--- src/rtl/apb_slave_bridge_if.sv ---
// ---------------------------------------------------------------------------
// apb_slave_bridge_if
//   APB bus bundle between an APB requester (interconnect) and the
//   apb_slave_bridge completer front end.
//
//   Requester -> completer : psel, penable, pwrite, paddr, pwdata, pstrb
//   Completer -> requester : pready, prdata, pslverr
//
//   modport master : the interconnect / bus driver side
//   modport slave  : the bridge side
// ---------------------------------------------------------------------------
interface apb_slave_bridge_if #(
    parameter int ADDR_W = 32,
    parameter int DATA_W = 32
);
    logic                  psel;
    logic                  penable;
    logic                  pwrite;
    logic [ADDR_W-1:0]     paddr;
    logic [DATA_W-1:0]     pwdata;
    logic [DATA_W/8-1:0]   pstrb;
    logic                  pready;
    logic [DATA_W-1:0]     prdata;
    logic                  pslverr;

    modport master (
        output psel, penable, pwrite, paddr, pwdata, pstrb,
        input  pready, prdata, pslverr
    );

    modport slave (
        input  psel, penable, pwrite, paddr, pwdata, pstrb,
        output pready, prdata, pslverr
    );
endinterface

--- src/rtl/apb_slave_bridge.sv ---
// ---------------------------------------------------------------------------
// apb_slave_bridge
//   APB completer front end for a peripheral register bank. A SETUP phase is
//   decoded and latched, optional wait states are inserted, then a single
//   request is presented to the register file over reg_req/reg_ready. The
//   APB response (PREADY for one cycle, PSLVERR, PRDATA) follows. Bad
//   addresses, misaligned addresses, writes to read-only registers and
//   register-file timeouts complete with PSLVERR and never reach the bank.
//
// Ports
//   clk        system clock (APB shares this domain)
//   rst        asynchronous reset, active-high
//   apb        APB bus (slave modport): psel/penable/pwrite/paddr/pwdata/
//              pstrb in, pready/prdata/pslverr out
//   reg_req    request to register file, held until reg_ready
//   reg_write  request is a write
//   reg_idx    register index
//   reg_wdata  write data
//   reg_wstrb  write byte strobes (all zeros on reads)
//   reg_ready  register file accepts request; read data valid this cycle
//   reg_rdata  read data, sampled on reg_req && reg_ready
//
// All outputs come straight from flops.
// ---------------------------------------------------------------------------
module apb_slave_bridge #(
    parameter int                  DATA_W      = 32,
    parameter int                  ADDR_W      = 32,
    parameter int                  NUM_REGS    = 8,
    parameter int                  BASE_ADDR   = 0,
    parameter int                  WAIT_STATES = 0,
    parameter logic [NUM_REGS-1:0] RO_MASK     = '0,
    parameter int                  TIMEOUT     = 0
) (
    input  logic                        clk,
    input  logic                        rst,
    apb_slave_bridge_if.slave           apb,
    output logic                        reg_req,
    output logic                        reg_write,
    output logic [$clog2(NUM_REGS)-1:0] reg_idx,
    output logic [DATA_W-1:0]           reg_wdata,
    output logic [DATA_W/8-1:0]         reg_wstrb,
    input  logic                        reg_ready,
    input  logic [DATA_W-1:0]           reg_rdata
);
    localparam int IDX_W  = $clog2(NUM_REGS);
    localparam int STRB_W = DATA_W / 8;
    localparam int OFF_W  = $clog2(STRB_W);
    localparam int TO_W   = $clog2(TIMEOUT + 1);
    // One counter serves both the wait-state phase and the timeout phase.
    localparam int CNT_W  = (TO_W > 4) ? TO_W : 4;

    localparam logic [ADDR_W-1:0] BASE_A    = ADDR_W'(BASE_ADDR);
    // One bit wider than the address so a bank ending at the top of the
    // address space still compares correctly.
    localparam logic [ADDR_W:0]   SPAN      = (ADDR_W + 1)'(NUM_REGS * STRB_W);
    localparam logic [CNT_W-1:0]  WAIT_LAST = CNT_W'(WAIT_STATES - 1);
    localparam logic [CNT_W-1:0]  TO_LAST   = CNT_W'(TIMEOUT - 1);

    typedef enum logic [1:0] {
        S_IDLE,
        S_WAIT,
        S_ISSUE,
        S_RESP
    } state_t;

    state_t              state_q,   state_d;
    logic [CNT_W-1:0]    cnt_q,     cnt_d;
    logic                err_q,     err_d;
    logic                abort_q,   abort_d;
    logic                req_q,     req_d;
    logic                write_q,   write_d;
    logic [IDX_W-1:0]    idx_q,     idx_d;
    logic [DATA_W-1:0]   wdata_q,   wdata_d;
    logic [STRB_W-1:0]   wstrb_q,   wstrb_d;
    logic                pready_q,  pready_d;
    logic                pslverr_q, pslverr_d;
    logic [DATA_W-1:0]   prdata_q,  prdata_d;

    // ------------------------------------------------------------------
    // Address decode of the SETUP phase
    // ------------------------------------------------------------------
    logic [ADDR_W-1:0]   offset;
    logic                in_range;
    logic                misaligned;
    logic [IDX_W-1:0]    idx_calc;
    logic [NUM_REGS-1:0] ro_sel;
    logic                ro_hit;
    logic                err_calc;

    assign offset   = apb.paddr - BASE_A;
    assign in_range = (apb.paddr >= BASE_A) && ({1'b0, offset} < SPAN);
    assign idx_calc = offset[OFF_W +: IDX_W];

    if (OFF_W > 0) begin : g_align
        assign misaligned = |apb.paddr[OFF_W-1:0];
    end else begin : g_no_align
        assign misaligned = 1'b0;
    end

    // Decoded read-only lookup; an out-of-range index simply matches nothing
    // (the range error covers that case anyway).
    for (genvar gi = 0; gi < NUM_REGS; gi++) begin : g_ro
        assign ro_sel[gi] = RO_MASK[gi] && (idx_calc == IDX_W'(gi));
    end

    assign ro_hit   = apb.pwrite && (|ro_sel);
    assign err_calc = !in_range || misaligned || ro_hit;

    // ------------------------------------------------------------------
    // State register
    // ------------------------------------------------------------------
    always_ff @(posedge clk or posedge rst) begin
        if (rst) begin
            state_q   <= S_IDLE;
            cnt_q     <= '0;
            err_q     <= 1'b0;
            abort_q   <= 1'b0;
            req_q     <= 1'b0;
            write_q   <= 1'b0;
            idx_q     <= '0;
            wdata_q   <= '0;
            wstrb_q   <= '0;
            pready_q  <= 1'b0;
            pslverr_q <= 1'b0;
            prdata_q  <= '0;
        end else begin
            state_q   <= state_d;
            cnt_q     <= cnt_d;
            err_q     <= err_d;
            abort_q   <= abort_d;
            req_q     <= req_d;
            write_q   <= write_d;
            idx_q     <= idx_d;
            wdata_q   <= wdata_d;
            wstrb_q   <= wstrb_d;
            pready_q  <= pready_d;
            pslverr_q <= pslverr_d;
            prdata_q  <= prdata_d;
        end
    end

    // ------------------------------------------------------------------
    // Next state / registered outputs. The response outputs are computed
    // on the transition into S_RESP so they are valid for exactly the one
    // cycle spent there and default back to zero afterwards.
    // ------------------------------------------------------------------
    always_comb begin
        state_d   = state_q;
        cnt_d     = cnt_q;
        err_d     = err_q;
        abort_d   = abort_q;
        req_d     = req_q;
        write_d   = write_q;
        idx_d     = idx_q;
        wdata_d   = wdata_q;
        wstrb_d   = wstrb_q;
        pready_d  = 1'b0;
        pslverr_d = 1'b0;
        prdata_d  = '0;

        unique case (state_q)
            S_IDLE: begin
                // PENABLE without a preceding SETUP is ignored here.
                if (apb.psel && !apb.penable) begin
                    write_d = apb.pwrite;
                    idx_d   = idx_calc;
                    wdata_d = apb.pwdata;
                    wstrb_d = apb.pwrite ? apb.pstrb : '0;
                    err_d   = err_calc;
                    abort_d = 1'b0;
                    cnt_d   = '0;
                    if (WAIT_STATES > 0) begin
                        state_d = S_WAIT;
                    end else if (err_calc) begin
                        state_d   = S_RESP;
                        pready_d  = 1'b1;
                        pslverr_d = 1'b1;
                    end else begin
                        state_d = S_ISSUE;
                        req_d   = 1'b1;
                    end
                end
            end

            S_WAIT: begin
                if (!apb.psel) begin
                    // Requester gave up before anything reached the bank.
                    state_d = S_IDLE;
                end else if (cnt_q == WAIT_LAST) begin
                    cnt_d = '0;
                    if (err_q) begin
                        state_d   = S_RESP;
                        pready_d  = 1'b1;
                        pslverr_d = 1'b1;
                    end else begin
                        state_d = S_ISSUE;
                        req_d   = 1'b1;
                    end
                end else begin
                    cnt_d = cnt_q + 1'b1;
                end
            end

            S_ISSUE: begin
                cnt_d = cnt_q + 1'b1;
                // The request already in flight must complete; remember
                // that no APB response is wanted for it.
                if (!apb.psel) begin
                    abort_d = 1'b1;
                end
                if (reg_ready) begin
                    req_d = 1'b0;
                    cnt_d = '0;
                    if (abort_q || !apb.psel) begin
                        state_d = S_IDLE;
                    end else begin
                        state_d  = S_RESP;
                        pready_d = 1'b1;
                        prdata_d = write_q ? '0 : reg_rdata;
                    end
                end else if ((TIMEOUT > 0) && (cnt_q == TO_LAST)) begin
                    req_d = 1'b0;
                    err_d = 1'b1;
                    cnt_d = '0;
                    if (abort_q || !apb.psel) begin
                        state_d = S_IDLE;
                    end else begin
                        state_d   = S_RESP;
                        pready_d  = 1'b1;
                        pslverr_d = 1'b1;
                    end
                end
            end

            S_RESP: begin
                state_d = S_IDLE;
            end

            default: begin
                state_d = S_IDLE;
            end
        endcase
    end

    assign apb.pready  = pready_q;
    assign apb.pslverr = pslverr_q;
    assign apb.prdata  = prdata_q;
    assign reg_req     = req_q;
    assign reg_write   = write_q;
    assign reg_idx     = idx_q;
    assign reg_wdata   = wdata_q;
    assign reg_wstrb   = wstrb_q;
endmodule

--- src/flat_wrapper.sv ---
// flat-port wrapper written by rule: the top's interface ports become plain ports
module apb_slave_bridge_flat 
#(
    parameter int                  DATA_W      = 32,
    parameter int                  ADDR_W      = 32,
    parameter int                  NUM_REGS    = 8,
    parameter int                  BASE_ADDR   = 0,
    parameter int                  WAIT_STATES = 0,
    parameter logic [NUM_REGS-1:0] RO_MASK     = '0,
    parameter int                  TIMEOUT     = 0
)
  (clk, rst, reg_req, reg_write, reg_idx, reg_wdata, reg_wstrb, reg_ready, reg_rdata, apb_psel, apb_penable, apb_pwrite, apb_paddr, apb_pwdata, apb_pstrb, apb_pready, apb_prdata, apb_pslverr);
  apb_slave_bridge_if #(.ADDR_W(ADDR_W), .DATA_W(DATA_W)) apb_i ();
  input  logic clk;
  input  logic rst;
  output logic reg_req;
  output logic reg_write;
  output logic [$clog2(NUM_REGS)-1:0] reg_idx;
  output logic [DATA_W-1:0] reg_wdata;
  output logic [DATA_W/8-1:0] reg_wstrb;
  input  logic reg_ready;
  input  logic [DATA_W-1:0] reg_rdata;
  input wire logic [$bits(apb_i.psel)-1:0] apb_psel;
  input wire logic [$bits(apb_i.penable)-1:0] apb_penable;
  input wire logic [$bits(apb_i.pwrite)-1:0] apb_pwrite;
  input wire logic [$bits(apb_i.paddr)-1:0] apb_paddr;
  input wire logic [$bits(apb_i.pwdata)-1:0] apb_pwdata;
  input wire logic [$bits(apb_i.pstrb)-1:0] apb_pstrb;
  output wire logic [$bits(apb_i.pready)-1:0] apb_pready;
  output wire logic [$bits(apb_i.prdata)-1:0] apb_prdata;
  output wire logic [$bits(apb_i.pslverr)-1:0] apb_pslverr;
  assign apb_i.psel = apb_psel;
  assign apb_i.penable = apb_penable;
  assign apb_i.pwrite = apb_pwrite;
  assign apb_i.paddr = apb_paddr;
  assign apb_i.pwdata = apb_pwdata;
  assign apb_i.pstrb = apb_pstrb;
  assign apb_pready = apb_i.pready;
  assign apb_prdata = apb_i.prdata;
  assign apb_pslverr = apb_i.pslverr;
  apb_slave_bridge #(.DATA_W(DATA_W), .ADDR_W(ADDR_W), .NUM_REGS(NUM_REGS), .BASE_ADDR(BASE_ADDR), .WAIT_STATES(WAIT_STATES), .RO_MASK(RO_MASK), .TIMEOUT(TIMEOUT)) u_core (.clk(clk), .rst(rst), .apb(apb_i), .reg_req(reg_req), .reg_write(reg_write), .reg_idx(reg_idx), .reg_wdata(reg_wdata), .reg_wstrb(reg_wstrb), .reg_ready(reg_ready), .reg_rdata(reg_rdata));
endmodule
--- config.mk ---
export PLATFORM = sky130hd
export DESIGN_NAME = apb_slave_bridge_flat
export DESIGN_NICKNAME = d
export VERILOG_FILES = /design/src/rtl/apb_slave_bridge_if.sv /design/src/rtl/apb_slave_bridge.sv /design/src/flat_wrapper.sv
export SDC_FILE = /design/constraint.sdc
export NUM_CORES = 1
export LEC_CHECK = 0
export ABC_AREA = 0
export BUFFER_PORTS_ARGS = -buffer_cell sky130_fd_sc_hd__buf_4
export CAP_MARGIN = 20
export CORE_MARGIN = 1
export CORE_UTILIZATION = 40
export CTS_CLUSTER_DIAMETER = 40
export DETAILED_ROUTE_END_ITERATION = 10
export PLACE_DENSITY = 0.83
export SLEW_MARGIN = 0
export SYNTH_ARGS = -nofsm -noshare
export SYNTH_HDL_FRONTEND = slang
export SYNTH_SLANG_ARGS = --single-unit
--- constraint.sdc ---
create_clock -name clk -period 2.9 [get_ports clk]
set_input_delay 0.725 -clock clk [delete_from_list [all_inputs] [get_ports clk]]
set_output_delay 0.725 -clock clk [all_outputs]
set_load 0.02 [all_outputs]
==> metrics list <==
- Result of the run: completed
- GRT Resource Usage Total: 0.181
* Met3 usage: 0.0514
* Synthesized cell area: 3250 um2
- FF-to-FF path depth: 5
- EDFF count, synth: 0
- In this run the most used layer during global routing was met2.
- Hold Vio Cnt, Final: 0
* Worst path required time: 3.11 ns
- When the netlist entered floorplanning its net count stood at 361.
- Port buffering added 180 buffers.
- DRC marker count from the first detailed-route iteration: 98
- H-tree lvl count: 3
- After detailed placement, the design holds a cell count of 528.
- In the final routed layout, each cell accounts on average for 13.8 um.
- In the finished design, the share of the clock period the worst path needs comes to 0.700.
- Of all flip-flops after synthesis, the portion carrying an async set or reset was 1.00.
- Of the cells placed in the final design, the portion with a size suffix greater than 1 is 0.537.
* Worst Tran Pin Value: 0.619 ns
- Pre-Repair DR Iteration Count: 4
* # clock sinks: 83
* Number of rows in the core area: 32
- Final Setup Violations: 0
- Across all hold checks on the routed design, the worst slack comes to 0.440 ns.
- The initial utilization of the core area, before any placement, comes to 0.417.
* Class of the most critical setup path: flip-flop to flip-flop
- For this run, global-route usage on met2 was measured as 0.317.
* Hold_buf cts: 0
- Area added between synthesis and finish: 52.6%
* Slew margin rel.: 0.587
- Clock-pin slew was measured on the worst setup and hold paths at 0.09 ns.
* Worst min path class: input port to async pin
- Detailed placement finished with a half-perimeter wire length of 5850 um.
- Post-CTS timing repair inserted 0 buffers for setup.
- Maximum clock frequency: 492 MHz
* CORE AREA: 7810 um2
- Core occupancy in the finished layout: 0.636
- Most used DFF post-synth: dfrtp_1
* DRC errors left: 0
- Overall die area: 8500 um2
* P per Cell Area: 880 nW/um2
* Post-cts sizing count: 0
- For the worst-skew pair, the clock arrives at the later sink with an insertion delay of 0.33 ns.
- At the end of routability-driven placement, the weighted congestion stood at 0.868.
* Yosys warnings: 0
- Clock tree buffer depth: 2
- STA classifies the critical path startpoint as a flip-flop.
- At the end of the flow, the number of nets in the layout was 548.
- In the global route stage, met1 resource usage came out at 0.209.
* Vertical die dimension: 92.2 um
* CTS tree: built
- Maximum fanout along the worst path: 13
- WL final: 7480 um
- The first global-routing pass estimated 12000 um of wire.
- The via count of the first global-routing pass is 2635.
- Clock skew on the completed layout was measured at 0.00744 ns.
* Cell count after synthesis: 250
- 0 antenna diodes ended up in the layout.
* Die boundary width: 92.2 um
- In this run, CTS created clock tree buffers numbering 9.
- Count of pins over their slew limit: 0
- The worst-case IR drop observed on VDD is 0.353 mV.
- Arrival time worst endpoint: 2.24 ns
- The number of antenna violations at the first check in global routing was 0.
- Synthesis-stage register bit count: 83
- During I/O placement, the number of pins put on the boundary was 181.
* Post-layout min period: 2.03 ns
- Setup repair after global routing left no endpoint under its margin.
- Number of library cell types mapped by synthesis: 33
- Overflow left after global routing: 0
- After detailed routing, the number of vias per cell comes to 4.73.
- Of the synthesized area, sequential elements account for 0.638.
- Summed over all failing endpoints, the final setup total negative slack is 0 ns.
- A synthesized cell averages 13.0 um2.
* Leakage dissipation: 2.57 nW
- For this block, the via count after detailed routing is 2566.
* Count of max-cap constraint violations: 0
- Critical path capture point type: flip-flop
- Root Buffer Master: clkbuf_8
- ANT nets after route: 0
* Pin count of the biggest net entering global routing: 48
- The count of cells in the finished layout, fillers not included, comes to 543.
[final timing paths]
path	startpoint	endpoint	slack, ns
worst max register to register	u_core.state_q[0]$_DFFE_PP0P_	u_core.reg_wdata[22]$_DFFE_PP0P_	0.87
worst max-delay path	u_core.state_q[0]$_DFFE_PP0P_	u_core.reg_wdata[22]$_DFFE_PP0P_	0.87
max in group asynchronous	rst	u_core.reg_wdata[10]$_DFFE_PP0P_	1.79
min in group clk	u_core.reg_wstrb[2]$_DFFE_PP0P_	u_core.reg_wstrb[2]$_DFFE_PP0P_	0.50
worst min register to register	u_core.reg_wstrb[2]$_DFFE_PP0P_	u_core.reg_wstrb[2]$_DFFE_PP0P_	0.50
worst min-delay path	rst	u_core.apb.prdata[26]$_DFF_PP0_	0.44
[Yosys cell counts, types with 2 or more instances]
cell type   n  share of area
a21oi_1     6         0.0092
nand4_1     2         0.0038
ha_1        5          0.019
o21ai_0    11          0.017
nand2_1    15          0.017
a31oi_1     4         0.0077
o211ai_1    2         0.0046
nor4_1      6          0.012
and2_1     33          0.063
nor2_1      4         0.0046
and4_1      2         0.0054
nor2b_1     2         0.0038
a21o_1      3         0.0069
nand3_1     6         0.0092
dfrtp_1    83           0.64
mux2_2     36           0.12
inv_1       7         0.0081
o31ai_1     2         0.0046
buf_2       4         0.0062
clkbuf_1    4         0.0046
[cell usage in the layout (no fill, tap or decap), drive strengths merged, types with 4 or more instances in the layout]
cell      n
buf     184
dfrtp    83
mux2     36
and2     34
nand2    15
o21ai    11
clkbuf   10
inv       8
a21oi     6
nor4      6
nand3     6
ha        5
nor2      4
a31oi     4
[per-layer routing]
metal  up-vias  wire length (um)
met1      1198              2840
met2       117              3920
met4         0               117
li1       1237                 -
met5         -                 0
met3        14               599
[per-stage QoR]
| step | cell area, um2 | worst slack (ns) | power, mW |
|---|---|---|---|
| floorplan | 3250 | 0.0382 | 2.72 |
| global placement | 4750 | 0.774 | 3.47 |
| detailed placement | 4750 | 0.747 | 3.52 |
| CTS | 4970 | 0.831 | 4.42 |
| global route | 4970 | 0.674 | 4.63 |
| finish | 4970 | 0.869 | 4.37 |
[cell type report]
class	instances	area, um2
clock buffers	10	128
flip-flops and latches	83	2080
fillers	627	2840
clock inverters	5	85.1
multi-input cells	152	1120
repair buffers	184	1410
inverters	7	27.5
well taps	102	128
[where the power goes]
group / total (mW) / leakage [nW] / switching [mW] / internal [mW]
sequential: 1.71 / 1.07 / 0.198 / 1.51
clock: 0.888 / 0.103 / 0.401 / 0.487
combinational: 1.78 / 1.40 / 0.907 / 0.872
[cells by family (layout without fill, tap and decap cells)]
family,Yosys count,count (layout),share of synthesized area
AO/OA/AOI/OAI,34,34,0.0657
adder cells (fa/ha/maj),5,5,0.0192
buffers and inverters,15,206,0.0188
flip-flops,83,83,0.638
multiplexers,36,36,0.125
AND/OR/NAND/NOR,77,77,0.133
[registers in the layout (all words and copies together), names as in the netlist]
signal              flops
u_core.abort_q          1
u_core.apb.prdata      32
u_core.apb.pready       1
u_core.apb.pslverr      1
u_core.cnt_q            4
u_core.err_q            1
u_core.reg_idx          3
u_core.reg_req          1
u_core.reg_wdata       32
u_core.reg_write        1
u_core.reg_wstrb        4
u_core.state_q          2
[worst max-delay path: stages (launching register included)]
cell	delay, ns
dfrtp_1	0.40
inv_1	0.09
ha_1	0.28
nand3b_1	0.47
buf_4	0.31
mux2_2	0.36
(Power assumes the default switching activity.)
